[src/rtl/branch_target_predictor_pkg.sv]
// Shared types and constants for the branch target predictor.
// Entry layout, counter encodings and PC tag extraction.
package branch_target_predictor_pkg;

    localparam int PC_W  = 32;
    localparam int TAG_W = 30;
    localparam int CTR_W = 2;

    localparam logic [CTR_W-1:0] CTR_STRONG_NT = 2'b00;
    localparam logic [CTR_W-1:0] CTR_WEAK_NT   = 2'b01;
    localparam logic [CTR_W-1:0] CTR_WEAK_T    = 2'b10;
    localparam logic [CTR_W-1:0] CTR_STRONG_T  = 2'b11;

    // Tag field is sized for the smallest table; unused
    // upper bits are always zero.
    typedef struct packed {
        logic             valid;
        logic [TAG_W-1:0] tag;
        logic [PC_W-1:0]  target;
        logic [CTR_W-1:0] ctr;
    } btb_entry_t;

    function automatic logic [TAG_W-1:0] pc_tag(
        input logic [PC_W-1:0] pc,
        input int unsigned     index_bits
    );
        return pc[PC_W-1:2] >> index_bits;
    endfunction

endpackage

[src/rtl/branch_target_predictor_entry_update.sv]
// btb_entry_update: combinational next-entry computation.
// Ports: cur_i/hit_i/taken_i/target_i/tag_i -> nxt_o, we_o.
module btb_entry_update
    import branch_target_predictor_pkg::*;
(
    input  btb_entry_t        cur_i,
    input  logic              hit_i,
    input  logic              taken_i,
    input  logic [PC_W-1:0]   target_i,
    input  logic [TAG_W-1:0]  tag_i,
    output btb_entry_t        nxt_o,
    output logic              we_o
);

    always_comb begin
        nxt_o = cur_i;
        we_o  = 1'b0;
        if (hit_i) begin
            we_o = 1'b1;
            if (taken_i) begin
                nxt_o.target = target_i;
                if (cur_i.ctr != CTR_STRONG_T) begin
                    nxt_o.ctr = cur_i.ctr + 2'd1;
                end
            end else if (cur_i.ctr != CTR_STRONG_NT) begin
                nxt_o.ctr = cur_i.ctr - 2'd1;
            end
        end else if (taken_i) begin
            // Allocation overwrites whatever aliased here.
            we_o         = 1'b1;
            nxt_o.valid  = 1'b1;
            nxt_o.tag    = tag_i;
            nxt_o.target = target_i;
            nxt_o.ctr    = CTR_WEAK_T;
        end
    end

endmodule

[src/rtl/branch_target_predictor.sv]
// Direct-mapped BTB with 2-bit counters and a forwarded update stage.
// Ports: fetch lookup, resolved-branch update, lookup/mispredict stats.
module branch_target_predictor
    import branch_target_predictor_pkg::*;
#(
    parameter int         ENTRIES  = 16,
    parameter logic [1:0] CTR_INIT = 2'b01
) (
    input  logic        clk,
    input  logic        rst,
    input  logic [31:0] fetch_pc,
    input  logic        fetch_valid,
    output logic        pred_taken,
    output logic [31:0] pred_target,
    output logic        pred_hit,
    input  logic        upd_valid,
    input  logic [31:0] upd_pc,
    input  logic        upd_taken,
    input  logic [31:0] upd_target,
    input  logic        upd_mispredict,
    output logic [31:0] stat_lookups,
    output logic [31:0] stat_mispredicts
);

    localparam int INDEX_BITS = $clog2(ENTRIES);

    logic             valid_q  [ENTRIES];
    logic [TAG_W-1:0] tag_q    [ENTRIES];
    logic [PC_W-1:0]  target_q [ENTRIES];
    logic [CTR_W-1:0] ctr_q    [ENTRIES];

    logic                  stg_valid_q;
    logic [INDEX_BITS-1:0] stg_idx_q;
    btb_entry_t            stg_q;

    logic [31:0] lookups_q;
    logic [31:0] mispred_q;

    logic [INDEX_BITS-1:0] f_idx;
    logic [INDEX_BITS-1:0] u_idx;
    logic [TAG_W-1:0]      f_tag;
    logic [TAG_W-1:0]      u_tag;
    btb_entry_t            f_eff;
    btb_entry_t            u_eff;
    logic                  u_hit;
    btb_entry_t            u_nxt;
    logic                  u_we;

    logic unused_ok;
    assign unused_ok = ^{fetch_pc[1:0], upd_pc[1:0]};

    assign f_idx = fetch_pc[INDEX_BITS+1:2];
    assign u_idx = upd_pc[INDEX_BITS+1:2];
    assign f_tag = pc_tag(fetch_pc, INDEX_BITS);
    assign u_tag = pc_tag(upd_pc, INDEX_BITS);

    // The stage holds the newest copy of its index until written back.
    always_comb begin
        f_eff = '{valid:  valid_q[f_idx],
                  tag:    tag_q[f_idx],
                  target: target_q[f_idx],
                  ctr:    ctr_q[f_idx]};
        if (stg_valid_q && stg_idx_q == f_idx) begin
            f_eff = stg_q;
        end
    end

    always_comb begin
        u_eff = '{valid:  valid_q[u_idx],
                  tag:    tag_q[u_idx],
                  target: target_q[u_idx],
                  ctr:    ctr_q[u_idx]};
        if (stg_valid_q && stg_idx_q == u_idx) begin
            u_eff = stg_q;
        end
    end

    assign u_hit = u_eff.valid && (u_eff.tag == u_tag);

    btb_entry_update u_update (
        .cur_i    (u_eff),
        .hit_i    (u_hit),
        .taken_i  (upd_taken),
        .target_i (upd_target),
        .tag_i    (u_tag),
        .nxt_o    (u_nxt),
        .we_o     (u_we)
    );

    assign pred_hit    = fetch_valid && f_eff.valid
                         && (f_eff.tag == f_tag);
    assign pred_taken  = pred_hit && f_eff.ctr[1];
    assign pred_target = pred_hit ? f_eff.target : '0;

    always_ff @(posedge clk) begin
        if (rst) begin
            stg_valid_q <= 1'b0;
        end else begin
            stg_valid_q <= upd_valid && u_we;
        end
    end

    always_ff @(posedge clk) begin
        if (upd_valid) begin
            stg_q     <= u_nxt;
            stg_idx_q <= u_idx;
        end
    end

    always_ff @(posedge clk) begin
        if (rst) begin
            for (int i = 0; i < ENTRIES; i++) begin
                valid_q[i] <= 1'b0;
                ctr_q[i]   <= CTR_INIT;
            end
        end else if (stg_valid_q) begin
            valid_q[stg_idx_q] <= stg_q.valid;
            ctr_q[stg_idx_q]   <= stg_q.ctr;
        end
    end

    always_ff @(posedge clk) begin
        if (!rst && stg_valid_q) begin
            tag_q[stg_idx_q]    <= stg_q.tag;
            target_q[stg_idx_q] <= stg_q.target;
        end
    end

    always_ff @(posedge clk) begin
        if (rst) begin
            lookups_q <= '0;
            mispred_q <= '0;
        end else begin
            if (fetch_valid && lookups_q != '1) begin
                lookups_q <= lookups_q + 32'd1;
            end
            if (upd_valid && upd_mispredict && mispred_q != '1) begin
                mispred_q <= mispred_q + 32'd1;
            end
        end
    end

    assign stat_lookups     = lookups_q;
    assign stat_mispredicts = mispred_q;

endmodule

[config.mk]
export PLATFORM = sky130hd
export DESIGN_NAME = branch_target_predictor
export DESIGN_NICKNAME = d
export VERILOG_FILES = /design/src/rtl/branch_target_predictor_pkg.sv /design/src/rtl/branch_target_predictor_entry_update.sv /design/src/rtl/branch_target_predictor.sv
export SDC_FILE = /design/constraint.sdc
export NUM_CORES = 2
export LEC_CHECK = 0
export BUFFER_PORTS_ARGS = -buffer_cell sky130_fd_sc_hd__buf_2
export CORE_UTILIZATION = 45
export CTS_CLUSTER_DIAMETER = 150
export DETAILED_ROUTE_END_ITERATION = 16
export PLACE_DENSITY = 0.73
export SYNTH_ARGS = -nofsm -noshare
export SYNTH_HDL_FRONTEND = slang
export SYNTH_SLANG_ARGS = --single-unit
export TNS_END_PERCENT = 1
[constraint.sdc]
create_clock -name clk -period 9.9 [get_ports clk]
set_clock_uncertainty 0.15 [all_clocks]
set_input_delay 1.485 -clock clk [delete_from_list [all_inputs] [get_ports clk]]
set_output_delay 1.485 -clock clk [all_outputs]
set_load 0.01 [all_outputs]
==> metrics.txt <==
outcome complete, no violations; drt pass-1 iters 7; net count after synthesis 3088; Crit. End Element output pin; Worst path max stage delay 960 ps; first-pass GRT wire length 217 mm; antenna-violating nets left 0; CP arrival 6510 ps; most common flop cell mapped by yosys edfxtp_1; Async SR Flop Fraction 0%; pin count of the biggest net entering global routing 130; storage element area 34600 µm²; flop2flop setup slack 4810 ps; dpl hpwl 82.8 mm; Resized Gates After CTS 0; Gate Count Post-Synth 2984; CTS Sinks 1174; Max Fclk 123 MHz; leak pwr 0.0204 µW; TritonCTS clock tree built; Die Ht 353 µm; Cell Pwr Density 175 nW/µm²; CTS Hold Bufs 0; final wirelength 148 mm; max-cap violations 0; Worst EP required 8270 ps; crit-path max FO 68; synthesis-stage register bit count 1174; Worst-path clk slew 60 ps; TritonCTS buffer count 115; vias in the first global route 32100; worst slew pin tran 1170 ps; Setup Crit Path Kind input port to output pin; RR Endpoint stg_q[37]; Max Used Layer met5; share of the synthesized area in the top cell type 60.2%; Clk Latency, worst-skew pair 710 ps; core area 122000 µm²; Final Hold Viols 0; worst-case clock buffer depth 3; die area 124000 µm²; critical path's top delay family buffers and inverters; initial antenna violation count 12; initial core utilization 45.4%; Avg Inst Size Synth 18.5 µm²; dominant cell type by area after synthesis edfxtp_1; root buf cell clkbuf_16; critical-path cell list buf_8, buf_4, buf_4, mux4_2, a31oi_1, nor4_1, nand4_1, buf_4, a21oi_1, buf_2; Setup TNS Final 0 ps; port buffer count 195; Row Count 128; Reg2Reg Launch Point stg_idx_q[2]; Startpoint Class input port; layout cell share with drive strength beyond 1 33.6%; met2 WL post-DR 74.4 mm; unrepaired setup endpoints after global routing no; CTS H-tree lvls 3; CP max-delay cell buf_4; sequential element share of the synthesized area 62.5%; remaining global-route overflow 0; CP bufs+invs 5; Routability Congestion 0.857; Total GRT Usage 23.7%; Worst IR Drop VDD 0.134 mV; WL per Instance 30.3 µm; post-CTS setup buffers 0; synth top area cells edfxtp_1 60%, mux4_2 24%, dfxtp_1 2.4%; multi-input logic area 19800 µm²; IO Count 200; post-synth cell types 75; Vias 31900; Post-Syn Area 55300 µm²; Reg2Reg Depth 10; top post-synthesis cells by count 1109 x edfxtp_1, 592 x mux4_2, 192 x nand2_1, 106 x mux2i_1, 99 x clkbuf_1; most used cell, CP buf_4; critical path capture point pred_taken; Final setup viols 0; number of synthesized flops with an enable pin 1109; hold_ws 347 ps; Max-slew headroom 19.7%; min cycle time layout 8150 ps; Placed Cells 4668; met3 WL post-DR 14.5 mm; vias per cell 6.52; Layout fillers 9540; Final Non-Filler Cells 4892; Min-Delay Path Class flop to flop; max-slew violation count 0; CP Depth 10; fin crit share 82.3%; Die X 353 µm; area grow syn2layout 12.0%; most common cell in the netlist edfxtp_1; DRC viols 0; crit path from fetch_pc[3]; Initial DRC Count 4423; Final nets 3264; Metal-1 WL 54.6 mm; total of warnings raised by yosys 0
[worst min path at each step]
stage	start	end	slack (ps)	depth (start not counted)
3_3_place_gp	stat_mispredicts[26]	stat_mispredicts[26]	330	2
5_1_grt	stat_mispredicts[8]	stat_mispredicts[8]	400	2
6_report	stat_mispredicts[26]	stat_mispredicts[26]	350	2
2_1_floorplan	stat_mispredicts[26]	stat_mispredicts[26]	360	2
3_5_place_dp	stat_lookups[9]	stat_lookups[9]	340	2
4_1_cts	stat_lookups[9]	stat_lookups[9]	350	2
[cells in the final DEF (no fill, tap or decap), drive strengths merged, types with 7 or more instances in the layout]
master	instances
xor2	63
xnor2	40
nand3	41
diode	7
edfxtp	1109
a22o	15
mux2i	106
nand2b	9
nor2b	12
and4	7
nor4	22
or2	19
dfxtp	65
a22oi	24
a21oi	58
nor3	19
clkbuf	142
bufinv	14
or3	28
nand4	23
clkinv	51
o21ai	66
and3	16
clkinvlp	8
and2	39
o211ai	8
nand2	192
mux4	592
buf	264
inv	27
nor2	95
mux2	20
[power breakdown]
| part | switching [µW] | total (µW) | leakage, µW | internal [µW] |
|---|---|---|---|---|
| combinational | 402 | 761 | 0.00795 | 359 |
| clock | 1920 | 4460 | 0.00186 | 2540 |
| sequential | 111 | 5620 | 0.0106 | 5510 |
| total | 2430 | 10800 | 0.0204 | 8410 |
[routing by layer]
metal / track usage (%) / vias up
met1: 31.5 / 16800
li1: - / 12900
met5: 0 / -
met3: 3.95 / 290
met2: 39.4 / 1916
met4: 8.85 / 6
[metrics by stage]
stage	total power [µW]	cell area (µm²)	utilization, %	setup slack [ps]
after floorplan	6220	55300	-	2400
after detailed placement	6480	58100	47.7	1950
after CTS	10900	62000	50.8	1930
after global routing	11100	62000	50.8	1840
final	10800	62000	50.8	1750
after global placement	6460	58100	47.7	1960
[worst reg2reg max path, cell delays in order, from the launching register on]
cell and delay [ps]:
edfxtp_1 600, xnor2_1 260, nand3_1 500, nor2_4 340, buf_4 420, nor3_1 100
or4_1 510, nor4_1 380, o2111a_2 400, nand2b_2 760, mux2_1 420
[area by class of cell]
class | instances | share of cell area (%)
clock buffer | 142 | 4.87
timing repair buffer | 264 | 2.60
tap | 1625 | 3.28
inverter | 25 | 0.155
sequential | 1174 | 55.8
clock inverter | 75 | 1.33
multi-input combinational | 1580 | 31.9
antenna | 7 | 0.0283
[sequential cells by signal, indices dropped and copies added (netlist names), 4 cells and up]
signal            count
tag_q               480
stat_mispredicts     32
valid_q              16
ctr_q                32
stg_idx_q             4
stg_q                65
stat_lookups         32
target_q            512
[cells by family after synthesis]
logic type | Yosys count | synth area share [%]
simple gates | 530 | 4.63
fa+ha+maj | 3 | 0.0633
flops | 1174 | 62.5
xor+xnor | 103 | 1.63
buf+inv | 230 | 2.03
compound gates | 226 | 2.62
mux | 718 | 26.5
No activity file was read; power rests on OpenSTA's default activity.
